--- src/rtl/pipelined_var_shifter.sv ---
// Two-stage variable shift/rotate (LSL, LSR, ASR, ROR) on a WIDTH-bit word; 2-cycle latency, 1 beat/cycle.
// Valid/ready on both sides with no skid buffer: in_ready is combinational from out_ready.
module pipelined_var_shifter #(
   parameter int WIDTH   = 8,
   parameter int SHAMT_W = 4
) (
   input  logic               clk,
   input  logic               rst,
   input  logic               in_valid,
   output logic               in_ready,
   input  logic [WIDTH-1:0]   in_data,
   input  logic [SHAMT_W-1:0] in_shamt,
   input  logic [1:0]         in_mode,
   output logic               out_valid,
   input  logic               out_ready,
   output logic [WIDTH-1:0]   out_data,
   output logic               out_zero
);

   localparam int LG = $clog2(WIDTH);
   localparam int LO = LG / 2;

   typedef enum logic [1:0] {
      LSL = 2'b00,
      LSR = 2'b01,
      ASR = 2'b10,
      ROR = 2'b11
   } mode_e;

   typedef struct packed {
      logic [WIDTH-1:0] data;
      mode_e            mode;
      logic [LO-1:0]    rest;
   } s1_t;

   // One shift layer by a fixed, nonzero distance s.
   function automatic logic [WIDTH-1:0] layer(input logic [WIDTH-1:0] d,
                                              input mode_e m, input int s);
      case (m)
         LSL:     return d << s;
         LSR:     return d >> s;
         ASR:     return $signed(d) >>> s;
         default: return (d >> s) | (d << (WIDTH - s));
      endcase
   endfunction

   logic             s1_valid;
   s1_t              s1;
   s1_t              s1_nxt;
   logic [WIDTH-1:0] s2_nxt;
   logic             s2_ready;
   logic             ovf;

   assign s2_ready = !out_valid || out_ready;
   assign in_ready = !s1_valid || s2_ready;

   always_comb begin
      s1_nxt.data = in_data;
      s1_nxt.mode = mode_e'(in_mode);
      s1_nxt.rest = in_shamt[LO-1:0];
      for (int k = LO; k < LG; k++)
         if (in_shamt[k]) s1_nxt.data = layer(s1_nxt.data, mode_e'(in_mode), 1 << k);
      ovf = |in_shamt[SHAMT_W-1:LG];
      // Overflowed shifts saturate here; clearing the residual keeps stage 2 a no-op.
      if (ovf && mode_e'(in_mode) != ROR) begin
         s1_nxt.rest = '0;
         s1_nxt.data = (mode_e'(in_mode) == ASR) ? {WIDTH{in_data[WIDTH-1]}} : '0;
      end
   end

   always_comb begin
      s2_nxt = s1.data;
      for (int k = 0; k < LO; k++)
         if (s1.rest[k]) s2_nxt = layer(s2_nxt, s1.mode, 1 << k);
   end

   always_ff @(posedge clk) begin
      if (rst) begin
         s1_valid  <= 1'b0;
         s1        <= '0;
         out_valid <= 1'b0;
         out_data  <= '0;
         out_zero  <= 1'b0;
      end else begin
         if (in_ready) begin
            s1_valid <= in_valid;
            if (in_valid) s1 <= s1_nxt;
         end
         if (s2_ready) begin
            out_valid <= s1_valid;
            if (s1_valid) begin
               out_data <= s2_nxt;
               out_zero <= ~|s2_nxt;
            end
         end
      end
   end

endmodule

--- config.mk ---
export PLATFORM = sky130hd
export DESIGN_NAME = pipelined_var_shifter
export DESIGN_NICKNAME = d
export VERILOG_FILES = /design/src/rtl/pipelined_var_shifter.sv
export SDC_FILE = /design/constraint.sdc
export NUM_CORES = 1
export LEC_CHECK = 0
export CORE_ASPECT_RATIO = 0.8
export CORE_MARGIN = 3
export CORE_UTILIZATION = 51
export CTS_CLUSTER_DIAMETER = 100
export DETAILED_ROUTE_END_ITERATION = 16
export HOLD_SLACK_MARGIN = 0.03
export PLACE_DENSITY_LB_ADDON = 0.3
export SLEW_MARGIN = 20
export SYNTH_ARGS = -nofsm -noshare
export SYNTH_HDL_FRONTEND = slang
export SYNTH_SLANG_ARGS = --single-unit
--- constraint.sdc ---
create_clock -name clk -period 2.1 [get_ports clk]
set_input_delay 0.63 -clock clk [delete_from_list [all_inputs] [get_ports clk]]
set_output_delay 0.63 -clock clk [all_outputs]
set_load 0.02 [all_outputs]
==> Word-level counts from Yosys, hierarchy flattened <==
Index checks and enable logic that the tools add are counted.
{ "word_totals": {"register_bits": 22, "input_bits": 18} }
{ "classes": {"eq_ne": 5, "n_mux": 9, "bitwise": 3, "reduce_logical": 11} }
{ "ops": {"columns": ["op", "count"], "rows": [
  ["one-hot mux 8 bit (3 select lines)", 3],
  ["2-to-1 mux 8 bit", 5],
  ["OR 4 x 8 -> 8 bit", 1],
  ["OR 6 x 8 -> 8 bit", 1],
  ["OR 7 x 8 -> 8 bit", 1],
  ["OR reduction 8 bit", 1],
  ["equality test 2 x 1 -> 1 bit (second input constant)", 2],
  ["equality test 2 bit (second input constant)", 2],
  ["zero test 2 bit", 2],
  ["AND reduction 2 bit", 2],
  ["zero test 1 bit", 3],
  ["logical OR 1 bit", 2],
  ["inequality test 2 bit (second input constant)", 1],
  ["logical AND 1 bit", 1],
  ["2-to-1 mux 1 bit", 1]
]} }

==> Depth between registers and ports, before layout <==
{ "depth": {"depth_word": 7, "mapped_depth": 8, "depth_no_buf": 7} }

==> Least setup slack after synthesis <==
No wires, ideal clock.
{ "synth_path": {"kind": "input to register", "from": "in out_ready", "to": "reg s1[5] (netlist bit)", "setup_ps": 70, "arrival_ps": 1594, "required_ps": 2030, "slack_ps": 437, "cell_stages": 8, "cell_sequence": "nand2b_4 > nor2_2 > inv_2 > o311a_1 > buf_6 > a31oi_1 > o21ai_1 > a21oi_1"} }
{ "synth_between": {"elab_chain_cells": 3} }
{ "synth_rtl": {"columns": ["item", "line", "source"], "rows": [
  ["from (decl)", "15", "input logic out_ready,"],
  ["logical OR 1 bit", "54", "assign s2_ready = !out_valid || out_ready;"],
  ["logical OR 1 bit", "55", "assign in_ready = !s1_valid || s2_ready;"],
  ["via in_ready", "10", "output logic in_ready,"],
  ["AND reduction 2 bit (no source line)", null, null],
  ["to (signal assigned)", "87", "if (in_valid) s1 <= s1_nxt;"],
  ["to (decl)", "48", "s1_t s1;"]
]} }
The timed path passes the listed nets, and every way through them passes these cells.
A chain may end at the register's enable or synchronous reset.

==> Final worst setup path <==
{ "layout_path": {"from": "in in_mode[0]", "to": "reg s1[9] (netlist bit)"} }
{ "layout_between": {"elab_chain_cells": 7, "word_cells_on_any_way": 12, "classes_between": "eq/ne: 3; mux: 6; bitwise: 1; reduce/logical: 2"} }
{ "layout_rtl": {"columns": ["item", "line", "source"], "rows": [
  ["from (decl)", "13", "input logic [1:0] in_mode,"],
  ["equality test 2 bit (tied with other cells)", "39, 67", null],
  ["one-hot mux 8 bit (3 select lines)", "39", "case (m)"],
  ["2-to-1 mux 8 bit", "62", "if (in_shamt[k]) s1_nxt.data = layer(s1_nxt.data, mode_e'(in_mode), 1 << k);"],
  ["OR 4 x 8 -> 8 bit", "43", "default: return (d >> s) | (d << (WIDTH - s));"],
  ["one-hot mux 8 bit (3 select lines)", "39", null],
  ["2-to-1 mux 8 bit", "62", null],
  ["2-to-1 mux 8 bit *", "65", "if (ovf && mode_e'(in_mode) != ROR) begin"]
]} }
Every way passes the cells marked *; elsewhere a longest branch is shown, timed or not.

==> results.toml <==
[setup_path]
crit_fanout = 9
worstReg2RegStart = "s1[2]"
startpoint = "in_mode[0]"
crit_path_cell_trace = "clkdlybuf4s50_1, buf_4, nand2_1, nand2_1, o221ai_1, a211oi_1"
cpLargestDelayFamily = "buffers and inverters"
arrival_ns = 2.21
cp-end-kind = "flip-flop"
crit_type = "in -> reg"
timing.rr.end = "out_zero"
reg2reg_depth = 5
cp-start-kind = "primary input"
crit_buf_inv = 2
critPathSlowestCell = "clkdlybuf4s50_1"
r2r_slack_ns = 0.47
cpPeakStageDelay_ns = 0.48
cpMostUsedCell = "nand2_1"
cp.required_ns = 2.32

[synth]
seq_area_frac_synth_pct = 30.6
synth_area_leaders = "dfxtp_1 (31%), nand2_1 (6.3%), nor2_1 (6.0%)"
synth_xor_area_share_pct = 0
yosysMostFrequentCell = "nand2_1"
synth_common_cells = "nand2_1 (24), nor2_1 (23), dfxtp_1 (22)"
synth-compound-area-share_pct = 30.3
synth_fp_nets = 208
synthCells = 190
ys_seq_elements = 22
synth_top_family_by_area = "compound AO/OA/AOI/OAI gates"
async_flop_share_pct = 0
synthMuxAreaShare_pct = 5.64
yosys_warnings = 0
netlist_area_um2 = 1440
synth_largest_area_cell = "dfxtp_1"
synth_edf_count = 0
synth_top_area_share_pct = 30.6
synthAdderAreaFrac_pct = 0.694
avgSynthCellArea_um2 = 7.59
synthSimpleGateAreaFrac_pct = 25.3
synthFlopType = "dfxtp_1"
ys_types = 41

[timing]
clock_skew_ns = 0.00159
fmax_ghz = 0.503
grt_setup_unrepaired = "no"
slew_headroom_pct = 63.3
hold_viol_final = 0
period_needed_ns = 1.99
finalCritPeriodShare_pct = 94.7
worst_pin_slew_ns = 0.549
setup_viol = 0
drv_slew = 0

[grt]
grt_max_degree = 24
grt_pass1_vias = 1463
grt_first_pass_wirelength_um = 6580
antenna_found_initial = 0
grt_overflow = 0
track_usage_pct = 23.7

[drt]
dr.max_layer_used = "met4"
drt-met1-wl_um = 1850
drc = 0
drt-total-wl_um = 3880
drtIter0Drc = 108
drtPass1Iterations = 5
wl_met2_um = 1720
detail_route.wl_per_cell_um = 15.0
ant_nets = 0
avgViaCountPerCell = 6.10
met3_length_um = 302
vias = 1574

[power]
p_per_area_nw_per_um2 = 512
leakagePower_uw = 0.000687
ir_worst_vdd_mv = 0.524

[outcome]
status = "finished, final reports clean"

[finish]
syn_to_final_growth_pct = 27.9
drive_gt1_share_pct = 13.5
instances_no_fill = 258
fin_util_pct = 71.9
n_fill_cell = 225
finalNetCount = 242
diodes = 0

[clocking]
cts_root_buf = "clkbuf_4"
cts_buffers = 3
clk_pin_slew_ns = 0.11
cts-hold-fix-buffers = 0
h-tree-depth = 1
cts_tree = "built"
clkSinkCount = 22
clk_latency_ns = 0.30
post_cts_buffers = 0
ctsLongestPathBuffers = 2

[floorplan]
io_pins = 29
rows = 16
coreArea_um2 = 2560
die_h_um = 53.6
die_w_um = 65.4
dieArea_um2 = 3500
initial_utilization_pct = 56.2

[worst_hold_path]
hold_end = "out_data[4]"
holdPathStages = 2
hold_start = "out_data[4]"
hold_path_class = "reg -> reg"

[job]
maxCapViolCount = 0

[placed_design]
io_buffer_count = 28
place.gp.congestion = 0.906
placed_cells = 255
dp_hpwl_um = 3040
[per-layer routing]
metal	vias to the layer above	track usage, %
met1	740	33.3
met5	-	0
met2	63	37.8
met4	0	3.45
met3	2	5.85
li1	769	-
[through the flow]
step	worst slack (ns)	total power, uW	hold slack [ns]	instance area, um2	setup TNS [ns]
finish	0.111	944	0.461	1840	0
global route	0.0225	992	0.483	1840	0
CTS	0.119	942	0.465	1840	0
detailed placement	-0.424	758	0.449	1810	-1.55
global placement	-0.412	747	0.444	1810	-1.15
floorplan	0.437	646	0.470	1440	0
[timing repair]
item	in CTS	in global routing
endpoints found under the setup margin	1	1
pin swaps	1	0
gates resized for setup	8	1
[area by class of cell]
type | instances | area, um2 | share of cell area (%)
Multi-Input combinational cell | 147 | 900 | 48.8
Sequential cell | 22 | 440 | 23.9
Timing Repair Buffer | 44 | 413 | 22.4
Tap cell | 36 | 45.0 | 2.44
Clock buffer | 3 | 22.5 | 1.22
Inverter | 6 | 22.5 | 1.22
[worst max-delay path by stage]
| stage | endpoint | slack [ns] | cells after the start |
|---|---|---|---|
| 6_report | s1[9] | 0.11 | 6 |
| 3_3_place_gp | in_ready | -0.41 | 5 |
| 3_5_place_dp | in_ready | -0.42 | 5 |
| 5_1_grt | s1[7] | 0.02 | 6 |
| 4_1_cts | s1[7] | 0.12 | 6 |
| 2_1_floorplan | s1[5] | 0.44 | 8 |
[cell usage in the layout (no fill, tap or decap), types with 4 or more instances in the layout]
cell type and count:
or3b_1 4, o21ai_1 4, buf_4 15, o221ai_1 5, a211oi_1 7, a311oi_1 5
dfxtp_1 22, nand3_1 6, o21a_1 4, mux2i_1 7, inv_1 4, clkdlybuf4s50_1 26
a31oi_1 9, nand2_1 24, nor2_1 23, o21ai_0 5, a21oi_1 12
[logic make-up (layout without fill, tap and decap cells)]
kind of cell             count (synthesis)  in the layout
AND/OR/NAND/NOR                         74             74
AO/OA/AOI/OAI                           64             64
flip-flops                              22             22
buffers and inverters                   21             53
multiplexers                             8              8
adder cells (fa/ha/maj)                  1              1
[sequential cells by signal, summed over array words and instances, names as in the netlist]
signal and cells:
out_data 8, out_zero 1, out_valid 1, s1_valid 1
s1 11
[worst register-to-register path, stage by stage, from the launching register on]
cell      delay [ns]
dfxtp_1         0.45
nor2_1          0.21
mux2_2          0.37
a211oi_1        0.27
nand4_1         0.12
a21oi_1         0.15
[report_power, final]
part | total, uW | internal, uW | switching [uW]
Combinational | 281 | 137 | 144
Sequential | 475 | 443 | 31.6
Clock | 188 | 67.1 | 121
No activity file was read; power rests on OpenSTA's default activity.
